## src/rtl/ahb_sram_ctrl_if.sv

```systemverilog
// AHB-Lite bus bundle between a master/interconnect and the SRAM controller slave.
interface ahb_sram_ctrl_if;
   logic        HSEL;
   logic [31:0] HADDR;
   logic [1:0]  HTRANS;
   logic        HWRITE;
   logic [2:0]  HSIZE;
   logic [31:0] HWDATA;
   logic        HREADY;
   logic        HREADYOUT;
   logic        HRESP;
   logic [31:0] HRDATA;

   modport slave (
      input  HSEL, HADDR, HTRANS, HWRITE, HSIZE, HWDATA, HREADY,
      output HREADYOUT, HRESP, HRDATA
   );

   modport master (
      output HSEL, HADDR, HTRANS, HWRITE, HSIZE, HWDATA, HREADY,
      input  HREADYOUT, HRESP, HRDATA
   );
endinterface

```

## src/rtl/ahb_sram_ctrl.sv

```systemverilog
// AHB-Lite to synchronous SRAM bridge: zero-wait reads and writes, a single
// wait state when a read address follows a write, and a two-cycle ERROR
// response for unsupported transfer sizes.
module ahb_sram_ctrl #(
   parameter int AW = 15
) (
   input  logic           HCLK,
   input  logic           HRESET,
   ahb_sram_ctrl_if.slave bus,
   input  logic [31:0]    SRAMRDATA,
   output logic [3:0]     SRAMWEN,
   output logic [31:0]    SRAMWDATA,
   output logic           SRAMCS,
   output logic [AW-1:0]  SRAMADDR
);

   typedef enum logic [2:0] {
      ST_IDLE,
      ST_RD,
      ST_WR,
      ST_WR2,
      ST_ERR1,
      ST_ERR2
   } state_t;

   state_t        state;
   state_t        next_state;
   logic [AW-1:0] dp_addr;
   logic [3:0]    dp_mask;

   logic          req;
   logic          acc;
   logic          size_ok;
   logic          rd_acc;
   logic          wr_acc;
   logic          err_acc;
   logic          collision;
   logic [AW-1:0] haddr_word;
   logic [3:0]    hmask;
   logic          ready;
   logic          resp;
   logic [31:0]   rdata;
   logic          unused_bits;

   assign req        = bus.HSEL & bus.HTRANS[1];
   assign acc        = req & bus.HREADY;
   assign size_ok    = (bus.HSIZE <= 3'd2);
   assign rd_acc     = acc & size_ok & ~bus.HWRITE;
   assign wr_acc     = acc & size_ok & bus.HWRITE;
   assign err_acc    = acc & ~size_ok;
   assign haddr_word = bus.HADDR[AW+1:2];
   assign collision  = (state == ST_WR) & req & ~bus.HWRITE;

   // Address bits above the SRAM and the SEQ/NONSEQ distinction carry no meaning here
   assign unused_bits = ^{bus.HADDR[31:AW+2], bus.HTRANS[0]};

   // Byte-lane enables for the size and alignment of the current address phase
   always_comb begin
      hmask = 4'b0000;
      case (bus.HSIZE)
         3'd0:    hmask = 4'b0001 << bus.HADDR[1:0];
         3'd1:    hmask = bus.HADDR[1] ? 4'b1100 : 4'b0011;
         3'd2:    hmask = 4'b1111;
         default: hmask = 4'b0000;
      endcase
   end

   // Data-phase FSM: bus response for the current state and choice of the next one
   always_comb begin
      next_state = ST_IDLE;
      ready      = 1'b1;
      resp       = 1'b0;
      rdata      = 32'h0;
      case (state)
         ST_RD:   rdata = SRAMRDATA;
         ST_WR:   ready = ~collision;
         ST_ERR1: begin
            ready = 1'b0;
            resp  = 1'b1;
         end
         ST_ERR2: resp = 1'b1;
         default: ;
      endcase
      if (ready) begin
         if (rd_acc)
            next_state = ST_RD;
         else if (wr_acc)
            next_state = ST_WR;
         else if (err_acc)
            next_state = ST_ERR1;
         else
            next_state = ST_IDLE;
      end else if (state == ST_ERR1) begin
         next_state = ST_ERR2;
      end else begin
         next_state = ST_WR2;
      end
   end

   // SRAM port: a pending write owns the port, otherwise an accepted read uses it;
   // reset blocks any access immediately, including a write already in progress
   always_comb begin
      SRAMCS   = 1'b0;
      SRAMWEN  = 4'b0000;
      SRAMADDR = haddr_word;
      if (!HRESET) begin
         if (state == ST_WR) begin
            SRAMCS   = 1'b1;
            SRAMWEN  = dp_mask;
            SRAMADDR = dp_addr;
         end else if (rd_acc) begin
            SRAMCS   = 1'b1;
         end
      end
   end

   assign SRAMWDATA     = bus.HWDATA;
   assign bus.HREADYOUT = ready;
   assign bus.HRESP     = resp;
   assign bus.HRDATA    = rdata;

   // State register
   always_ff @(posedge HCLK or posedge HRESET) begin
      if (HRESET)
         state <= ST_IDLE;
      else
         state <= next_state;
   end

   // Capture the write address and lanes so the write lands during its data phase
   always_ff @(posedge HCLK or posedge HRESET) begin
      if (HRESET) begin
         dp_addr <= '0;
         dp_mask <= 4'b0000;
      end else if (wr_acc) begin
         dp_addr <= haddr_word;
         dp_mask <= hmask;
      end
   end

endmodule

```

## src/flat_wrapper.sv

```systemverilog
// flat-port wrapper written by rule: the top's interface ports become plain ports
module ahb_sram_ctrl_flat 
#(
   parameter int AW = 15
)
  (HCLK, HRESET, SRAMRDATA, SRAMWEN, SRAMWDATA, SRAMCS, SRAMADDR, bus_HSEL, bus_HADDR, bus_HTRANS, bus_HWRITE, bus_HSIZE, bus_HWDATA, bus_HREADY, bus_HREADYOUT, bus_HRESP, bus_HRDATA);
  ahb_sram_ctrl_if bus_i ();
  input  logic HCLK;
  input  logic HRESET;
  input  logic [31:0] SRAMRDATA;
  output logic [3:0] SRAMWEN;
  output logic [31:0] SRAMWDATA;
  output logic SRAMCS;
  output logic [AW-1:0] SRAMADDR;
  input wire logic [$bits(bus_i.HSEL)-1:0] bus_HSEL;
  input wire logic [$bits(bus_i.HADDR)-1:0] bus_HADDR;
  input wire logic [$bits(bus_i.HTRANS)-1:0] bus_HTRANS;
  input wire logic [$bits(bus_i.HWRITE)-1:0] bus_HWRITE;
  input wire logic [$bits(bus_i.HSIZE)-1:0] bus_HSIZE;
  input wire logic [$bits(bus_i.HWDATA)-1:0] bus_HWDATA;
  input wire logic [$bits(bus_i.HREADY)-1:0] bus_HREADY;
  output wire logic [$bits(bus_i.HREADYOUT)-1:0] bus_HREADYOUT;
  output wire logic [$bits(bus_i.HRESP)-1:0] bus_HRESP;
  output wire logic [$bits(bus_i.HRDATA)-1:0] bus_HRDATA;
  assign bus_i.HSEL = bus_HSEL;
  assign bus_i.HADDR = bus_HADDR;
  assign bus_i.HTRANS = bus_HTRANS;
  assign bus_i.HWRITE = bus_HWRITE;
  assign bus_i.HSIZE = bus_HSIZE;
  assign bus_i.HWDATA = bus_HWDATA;
  assign bus_i.HREADY = bus_HREADY;
  assign bus_HREADYOUT = bus_i.HREADYOUT;
  assign bus_HRESP = bus_i.HRESP;
  assign bus_HRDATA = bus_i.HRDATA;
  ahb_sram_ctrl #(.AW(AW)) u_core (.HCLK(HCLK), .HRESET(HRESET), .bus(bus_i), .SRAMRDATA(SRAMRDATA), .SRAMWEN(SRAMWEN), .SRAMWDATA(SRAMWDATA), .SRAMCS(SRAMCS), .SRAMADDR(SRAMADDR));
endmodule
```

## config.mk

```make
export PLATFORM = sky130hd
export DESIGN_NAME = ahb_sram_ctrl_flat
export DESIGN_NICKNAME = d
export VERILOG_FILES = /design/src/rtl/ahb_sram_ctrl_if.sv /design/src/rtl/ahb_sram_ctrl.sv /design/src/flat_wrapper.sv
export SDC_FILE = /design/constraint.sdc
export NUM_CORES = 1
export LEC_CHECK = 0
export ABC_AREA = 1
export CAP_MARGIN = 15
export CORE_ASPECT_RATIO = 1.5
export CORE_MARGIN = 2
export CORE_UTILIZATION = 31
export CTS_BUF_LIST = sky130_fd_sc_hd__clkbuf_16
export CTS_CLUSTER_DIAMETER = 80
export DETAILED_ROUTE_END_ITERATION = 8
export GPL_ROUTABILITY_DRIVEN = 0
export PLACE_DENSITY = 0.88
export SLEW_MARGIN = 20
export SYNTH_ARGS = -nofsm -noshare
export SYNTH_HDL_FRONTEND = slang
export SYNTH_SLANG_ARGS = --single-unit
```

## constraint.sdc

```tcl
create_clock -name HCLK -period 4.89 [get_ports HCLK]
set_clock_uncertainty 0.2 [all_clocks]
set_input_delay 0.7335 -clock HCLK [delete_from_list [all_inputs] [get_ports HCLK]]
set_output_delay 0.7335 -clock HCLK [all_outputs]
set_load 0.005 [all_outputs]
```

==> impl_results.md, run 1 <==
- EDFF count, synth: 0
- Initial core utilization: about 32%
- Die height: slightly below 100 um
- CTS Buffer Depth: 2
- H-Tree Depth: 1
- Core footprint: roughly 0.0055 mm^2
- Root buffer cell: clkbuf_16
- Post-CTS Setup Bufs: 0
- Vias in the first global route: 1,734
- Power Density: around 300 mW/mm^2
- Most used cell, CP: inv_1
- Ports: roughly 190
- Final number of setup-violating endpoints: 0
- Mapped Area: approximately 0.0018 mm^2
- Critical Path Source: u_core.state[2]
- RSZ-0062 raised after global routing: no
- CTS buffer count: 3
- Synth Area in Simple Gates: between 30 and 40%
- Final worst path period need: around 3.5 ns
- Worst-margin pin slew: slightly below 1 ns
- Cts hold-fix bufs: 0
- Hold WC Path Type: reg2reg
- Met2 WL: 2790 um
- Normalized max-slew margin: between 30% and 40%
- Num Clock Sinks: 22
- Final Max Tran Viols: 0
- DRC: 0
- Critical Path AT: ~2.5 ns
- Crit-path cells: inv_1 -> nand3_1 -> inv_1 -> nand2_1 -> nor2_1 -> clkdlybuf4s50_1
- Async set or reset register ratio after synthesis: 100%
- Crit path required time: 3.96 ns
- Mapped Nets: 392
- Clk_lat worst skew: between 0.2 and 0.3 ns
- R2R cell count: 6
- Most frequent cells after synthesis: 96 x nand2_1, 45 x inv_1, 43 x nor2_1, 32 x buf_4, 28 x nand3_1
- Post-synthesis compound-gate area fraction: 1.21%
- Largest net degree at the start of global routing: 38
- Setup_tns: 0 ns
- Clock share of power: approximately 28%
- F_max: 0.289 GHz
- Net count of the finished layout: approximately 470
- Placement Rows: 33
- Most used DFF post-synth: dfrtp_1
- Psw: 235 uW
- Final Hold Viols: 0
- #FFs+latches synth: 22
- CTS tree: yes
- WL met3: approximately 1200 um
- Resized cells post-CTS: 0
- ANT nets after route: 0
- Crit Path Class: reg2out
- Antenna violations before repair: 0
- Total GRT Usage: a little under a fifth
- Area leader, netlist: dfrtp_1
- Vias per cell: ~4.4
- Max Cap Viol: 0
- Die W: ~65 um
- Post-DR wirelength/cell: between 10 and 15 um
- Sequential power share: 29.0%
- Layout cell share with drive strength beyond 1: around 2.5%
- Synth unique cells: 21
- Register area share after synthesis: a little under a third
- Avg Synthesized Cell Area: 6.13 um^2
- Die ar.: 0.00628 mm^2
- Reg-to-Reg Start: u_core.state[2]
- Largest family of logic cells by synthesized area: simple AND/OR/NAND/NOR gates
- Area occupied by multi-input gates: 718 um^2
- Worst Hold Path Cells: 2
- Met1 WL: about 1700 um
- Via count: ~1,900
- P_leak: roughly 1.4 nW
- Top layer used by detailed routing: met4
- Area growth, synth to finish: 57.2%
- CP startpoint kind: flop
- Design Power: around 830 uW
- Sequential Area: roughly 550 um^2
- Final Cycle Share: a little over two thirds
- CP Capture Point: SRAMWEN[1]
- DRT Wirelength: 5880 um
- CP max FO: 20
- Most frequent cell after synthesis: nand2_1
- Slowest cell on the critical path: nand2_1
- R2r setup slk: ~3.7 ns
- Clock slew seen by the registers of the worst setup and hold paths: ~0.06 ns
- Ys Warns: 0
- Mapped Cells: about 290
- XOR/XNOR share of the synthesized area: 0%
- 1st-iter DRT viols: 34
- Filler Cells Inserted: roughly 520
- First-pass GRT wire length: between 8000 and 9000 um
- Synth top area cells: dfrtp_1 31%, nand2_1 21%, buf_4 14%, inv_1 9.6%, nor2_1 9.2%
- Internal Power: around 600 uW
- Dpl hpwl: around 4900 um
- Reg2reg end: u_core.state[2]
- Drt first pass iters: 4
- Area share of the largest cell type after synthesis: 31.4%
- Comb pwr share: between 40 and 50%
- Ant diodes: 0
- Slowest cell delay on critical path: around 0.55 ns
- CP endpoint kind: primary output
- Mux share of post-synthesis cell area: 0%
- Max VDD drop: between 0.15 and 0.2 mV
- Post-Synth Adder-Cell Area: 0%
- I/O Buffers: between 100 and 150
- Grt total ovfl: 0
- Net Sw Frac: 28.3%
- Status: finished, final reports clean
[final cells by class]
cell class / count / share of cell area (%)
clock buffer: 3 / 2.72
sequential: 22 / 20.0
multi-input combinational: 175 / 26.1
tap: 70 / 3.18
timing repair buffer: 112 / 40.6
inverter: 47 / 6.40
clock inverter: 1 / 1.09
[routing by layer]
metal,vias to the layer above,global-route usage [%]
li1,955,-
met1,813,15.9
met2,101,30.6
met3,24,13.5
met4,0,8.16
met5,-,0
[worst max-delay path: cells and delay by family, from the launching register on]
| kind | cells | cell delay [ns] |
|---|---|---|
| buffers and inverters | 3 | 1.01 |
| flip-flops | 1 | 0.36 |
| AND/OR/NAND/NOR | 3 | 0.90 |
[kinds of logic after synthesis]
family	Yosys count
AOI/OAI and AO/OA	3
buffers and inverters	89
DFF	22
and+or+nand+nor	172
[metrics by stage]
step           cell area, um^2  setup WS, ns  utilization (%)  hold WS (ns)  instances
3_3_place_gp              2650          1.47             48.6         0.263        426
2_1_floorplan             1750          1.99                -         0.249        286
3_5_place_dp              2650          1.40             48.6         0.266        426
5_1_grt                   2760          1.09             50.6         0.309        430
4_1_cts                   2760          1.35             50.6         0.283        430
6_report                  2760          1.43             50.6         0.281        430
[worst min-delay path by stage]
stage | start | to | slack [ns]
6_report | u_core.dp_addr[8] | u_core.dp_addr[8] | 0.28
5_1_grt | u_core.dp_addr[4] | u_core.dp_addr[4] | 0.31
4_1_cts | u_core.dp_addr[8] | u_core.dp_addr[8] | 0.28
3_5_place_dp | u_core.dp_addr[8] | u_core.dp_addr[8] | 0.27
3_3_place_gp | u_core.dp_addr[2] | u_core.dp_addr[2] | 0.26
2_1_floorplan | u_core.dp_mask[0] | u_core.dp_mask[0] | 0.25
[power by group through the flow]
stage / combinational, mW / clock (mW) / sequential, mW
4_1_cts: 0.368 / 0.231 / 0.241
2_1_floorplan: 0.164 / 0 / 0.238
6_report: 0.362 / 0.228 / 0.241
3_5_place_dp: 0.367 / 0 / 0.244
3_3_place_gp: 0.358 / 0 / 0.241
5_1_grt: 0.399 / 0.241 / 0.246
[placed cells by master (no fill, tap or decap)]
master,instances
inv_2,1
nand3_2,1
clkbuf_16,3
dfrtp_1,22
nand3_1,28
bufinv_16,1
clkdlybuf4s50_1,111
a21boi_0,1
o21ai_0,1
a21oi_2,1
nand4_1,1
nand3b_1,1
nor3_1,1
clkinv_1,1
nor2_2,1
inv_1,45
nor2_1,43
buf_4,1
nand2_1,96
[sequential cells by signal, indices dropped and copies added, names as in the netlist]
register / count
u_core.state: 3
u_core.dp_addr: 15
u_core.dp_mask: 4
Power figures use the tool's default switching activity.
==> run 2: changes to the inputs <==
--- a/config.mk
+++ b/config.mk
@@ -9,12 +9,12 @@
 export CAP_MARGIN = 15
 export CORE_ASPECT_RATIO = 1.5
 export CORE_MARGIN = 2
-export CORE_UTILIZATION = 31
+export CORE_UTILIZATION = 28
 export CTS_BUF_LIST = sky130_fd_sc_hd__clkbuf_16
 export CTS_CLUSTER_DIAMETER = 80
 export DETAILED_ROUTE_END_ITERATION = 8
 export GPL_ROUTABILITY_DRIVEN = 0
-export PLACE_DENSITY = 0.88
+export PLACE_DENSITY = 0.81
 export SLEW_MARGIN = 20
 export SYNTH_ARGS = -nofsm -noshare
 export SYNTH_HDL_FRONTEND = slang
==> constraint.sdc (replaced) <==
create_clock -name HCLK -period 3.4 [get_ports HCLK]
set_clock_uncertainty 0.2 [all_clocks]
set_input_delay 0.51 -clock HCLK [delete_from_list [all_inputs] [get_ports HCLK]]
set_output_delay 0.51 -clock HCLK [all_outputs]
set_load 0.005 [all_outputs]
==> impl_results.md, run 2 (synthesis gave the netlist of run 1 again) <==
- Total GRT Usage: 16.6% (-1.5 points)
- Core footprint: 0.00609 mm^2 (+12%)
- DP Worst Slack: 0.409 ns (-0.996 ns)
- CP max FO: 12 (-40%)
- Non-filler instance count after layout: 436 (+1.4%)
- Final worst path period need: 2.97 ns
- Largest net degree at the start of global routing: 38 (unchanged)
- Min-delay src: u_core.dp_addr[1]
- Dpl hpwl: 4770 um (-1.9%)
- Cts hold-fix bufs: 0 (unchanged)
- Max Cap Viol: 0 (unchanged)
- Ports: 192 (unchanged)
- R2R cell count: 6 (unchanged)
- Hold WC Path Type: reg2reg
- RSZ-0062 raised after global routing: no
- Initial core utilization: 28.8% (-3.4 points)
- DRC: 0 (unchanged)
- Most frequent cells in the layout: 111 x clkdlybuf4s50_1, 96 x nand2_1, 45 x inv_1
- Die W: 68.6 um (+4.9%)
- Final Max Tran Viols: 0 (unchanged)
- CP startpoint kind: input pin
- Clock slew seen by the registers of the worst setup and hold paths: 0.06 ns (about the same)
- Clk_lat worst skew: 0.25 ns (about the same)
- Placement Rows: 35 (+6.1%)
- CP endpoint kind: primary output
- Area growth, synth to finish: 56.9%
- Worst setup margin: 0.425 ns (-1.00 ns)
- Most used cell, CP: nand2_1
- Crit path required time: 2.69 ns (-1.27 ns)
- CTS buffer count: 3 (unchanged)
- Max reg flops: 15 (unchanged)
- Drt first pass iters: 4 (unchanged)
- I/O Buffers: 111 (unchanged)
- Post-DR wirelength/cell: 13.3 um (-2.8%)
- First-pass GRT wire length: 8560 um (-0.56%)
- Ant diodes: 0 (unchanged)
- Crit Path Class: in2out
- Setup_tns: 0 ns (unchanged)
- Post-CTS Setup Bufs: 0 (unchanged)
- Most common cell after layout, fill and taps aside: clkdlybuf4s50_1
- Max VDD drop: 0.259 mV (+54%)
- Hold_ws: 0.277 ns (-0.00359 ns)
- Slowest cell on the critical path: clkdlybuf4s50_1
- Largest regs: u_core.dp_addr (15), u_core.dp_mask (4), u_core.state (3)
- Final Cycle Share: between 80% and 90%
- CTS Buffer Depth: 2 (unchanged)
- Final Hold Viols: 0 (unchanged)
- Slowest cell delay on critical path: 0.50 ns (-0.05 ns)
- Critical Path AT: 2.26 ns (-0.27 ns)
- Reg-to-Reg Start: u_core.state[2]
- Status: finished, final reports clean
- F_max: around 0.34 GHz
- Placed cells: 432 (+1.4%)
- Worst-margin pin slew: 0.967 ns (+0.00131 ns)
- Net count of the finished layout: 469 (+0.43%)
- CTS tree: yes
- Resized cells post-CTS: 0 (unchanged)
- DRT Wirelength: 5800 um (-1.4%)
- Normalized max-slew margin: 35.4% (-0.088 points)
- Critical Path Source: HRESET
- Crit-path cells: clkdlybuf4s50_1 -> clkinv_1 -> nand2_1 -> buf_4 -> nand2_1 -> nand2_1 -> clkdlybuf4s50_1
- Grt total ovfl: 0 (unchanged)
- Design Power: 1.12 mW (+34%)
- Power Density: 406 mW/mm^2 (+35%)
- Root buffer cell: clkbuf_16
- 1st-iter DRT viols: 28 (-18%)
- Layout cell share with drive strength beyond 1: 2.76% (+0.26 points)
- Worst Hold Path Cells: 2 (unchanged)
- Vias in the first global route: 1,811 (+4.4%)
- ANT nets after route: 0 (unchanged)
- Final number of setup-violating endpoints: 0 (unchanged)
- Register with the most flip-flops: u_core.dp_addr
- Via count: 1,922 (+1.5%)
- Vias per cell: 4.41 (+0.13%)
- P_leak: 1.43 nW (-0.21%)
- Die height: 101 um (+5.0%)
- Num Clock Sinks: 22 (unchanged)
- Die ar.: 0.00692 mm^2 (+10%)
- Antenna violations before repair: 0 (unchanged)
- H-Tree Depth: 1 (unchanged)
[run 2: changes by cell type in the layout (fill, tap and decap cells not counted), sizes merged]
cell    previous run  this run
buf                1         3
bufinv             1         0
clkinv             1         2
[run 2: stage by stage]
stage          utilization (%)  instance area (um^2)
4_1_cts                   45.2                  2750
3_3_place_gp              43.9                  2670
2_1_floorplan                -                  1750
3_5_place_dp              43.9                  2670
6_report                  45.2                  2750
5_1_grt                   45.2                  2750
[run 2: critical path: cells and delay by family]
| family | cells | cell delay, ns |
|---|---|---|
| buffers and inverters | 4 | 1.31 |
| and+or+nand+nor | 3 | 0.44 |
[run 2: power by group]
part | switching (mW) | internal, mW
combinational | 0.220 | 0.306
sequential | 0.0266 | 0.318
clock | 0.0903 | 0.157
total | 0.337 | 0.781
[run 2: final timing paths]
| kind | slack [ns] | end |
|---|---|---|
| setup / recovery | 0.43 | SRAMADDR[3] |
| max in group asynchronous | 2.21 | u_core.dp_addr[7] |
| hold reg to reg | 0.28 | u_core.dp_addr[1] |
| setup reg to reg | 2.17 | u_core.state[2] |
| min in group asynchronous | 0.50 | u_core.dp_addr[3] |
| hold / removal | 0.28 | u_core.dp_addr[1] |
[run 2: final cells by class]
cell class | instances | area (um^2)
fillers | 637 | 3340
repair buffers | 114 | 1130
multi-input cells | 175 | 718
flip-flops and latches | 22 | 551
inverters | 47 | 176
well taps | 74 | 92.6
clock buffers | 3 | 75.1
clock inverters | 1 | 3.75
[run 2: routing by layer]
layer	vias up	global-route usage [%]	wire length [um]
met1	850	15.4	1730
met2	94	29.4	2830
li1	960	-	-
met5	-	0	0
met3	18	7.71	996
met4	0	8.00	239
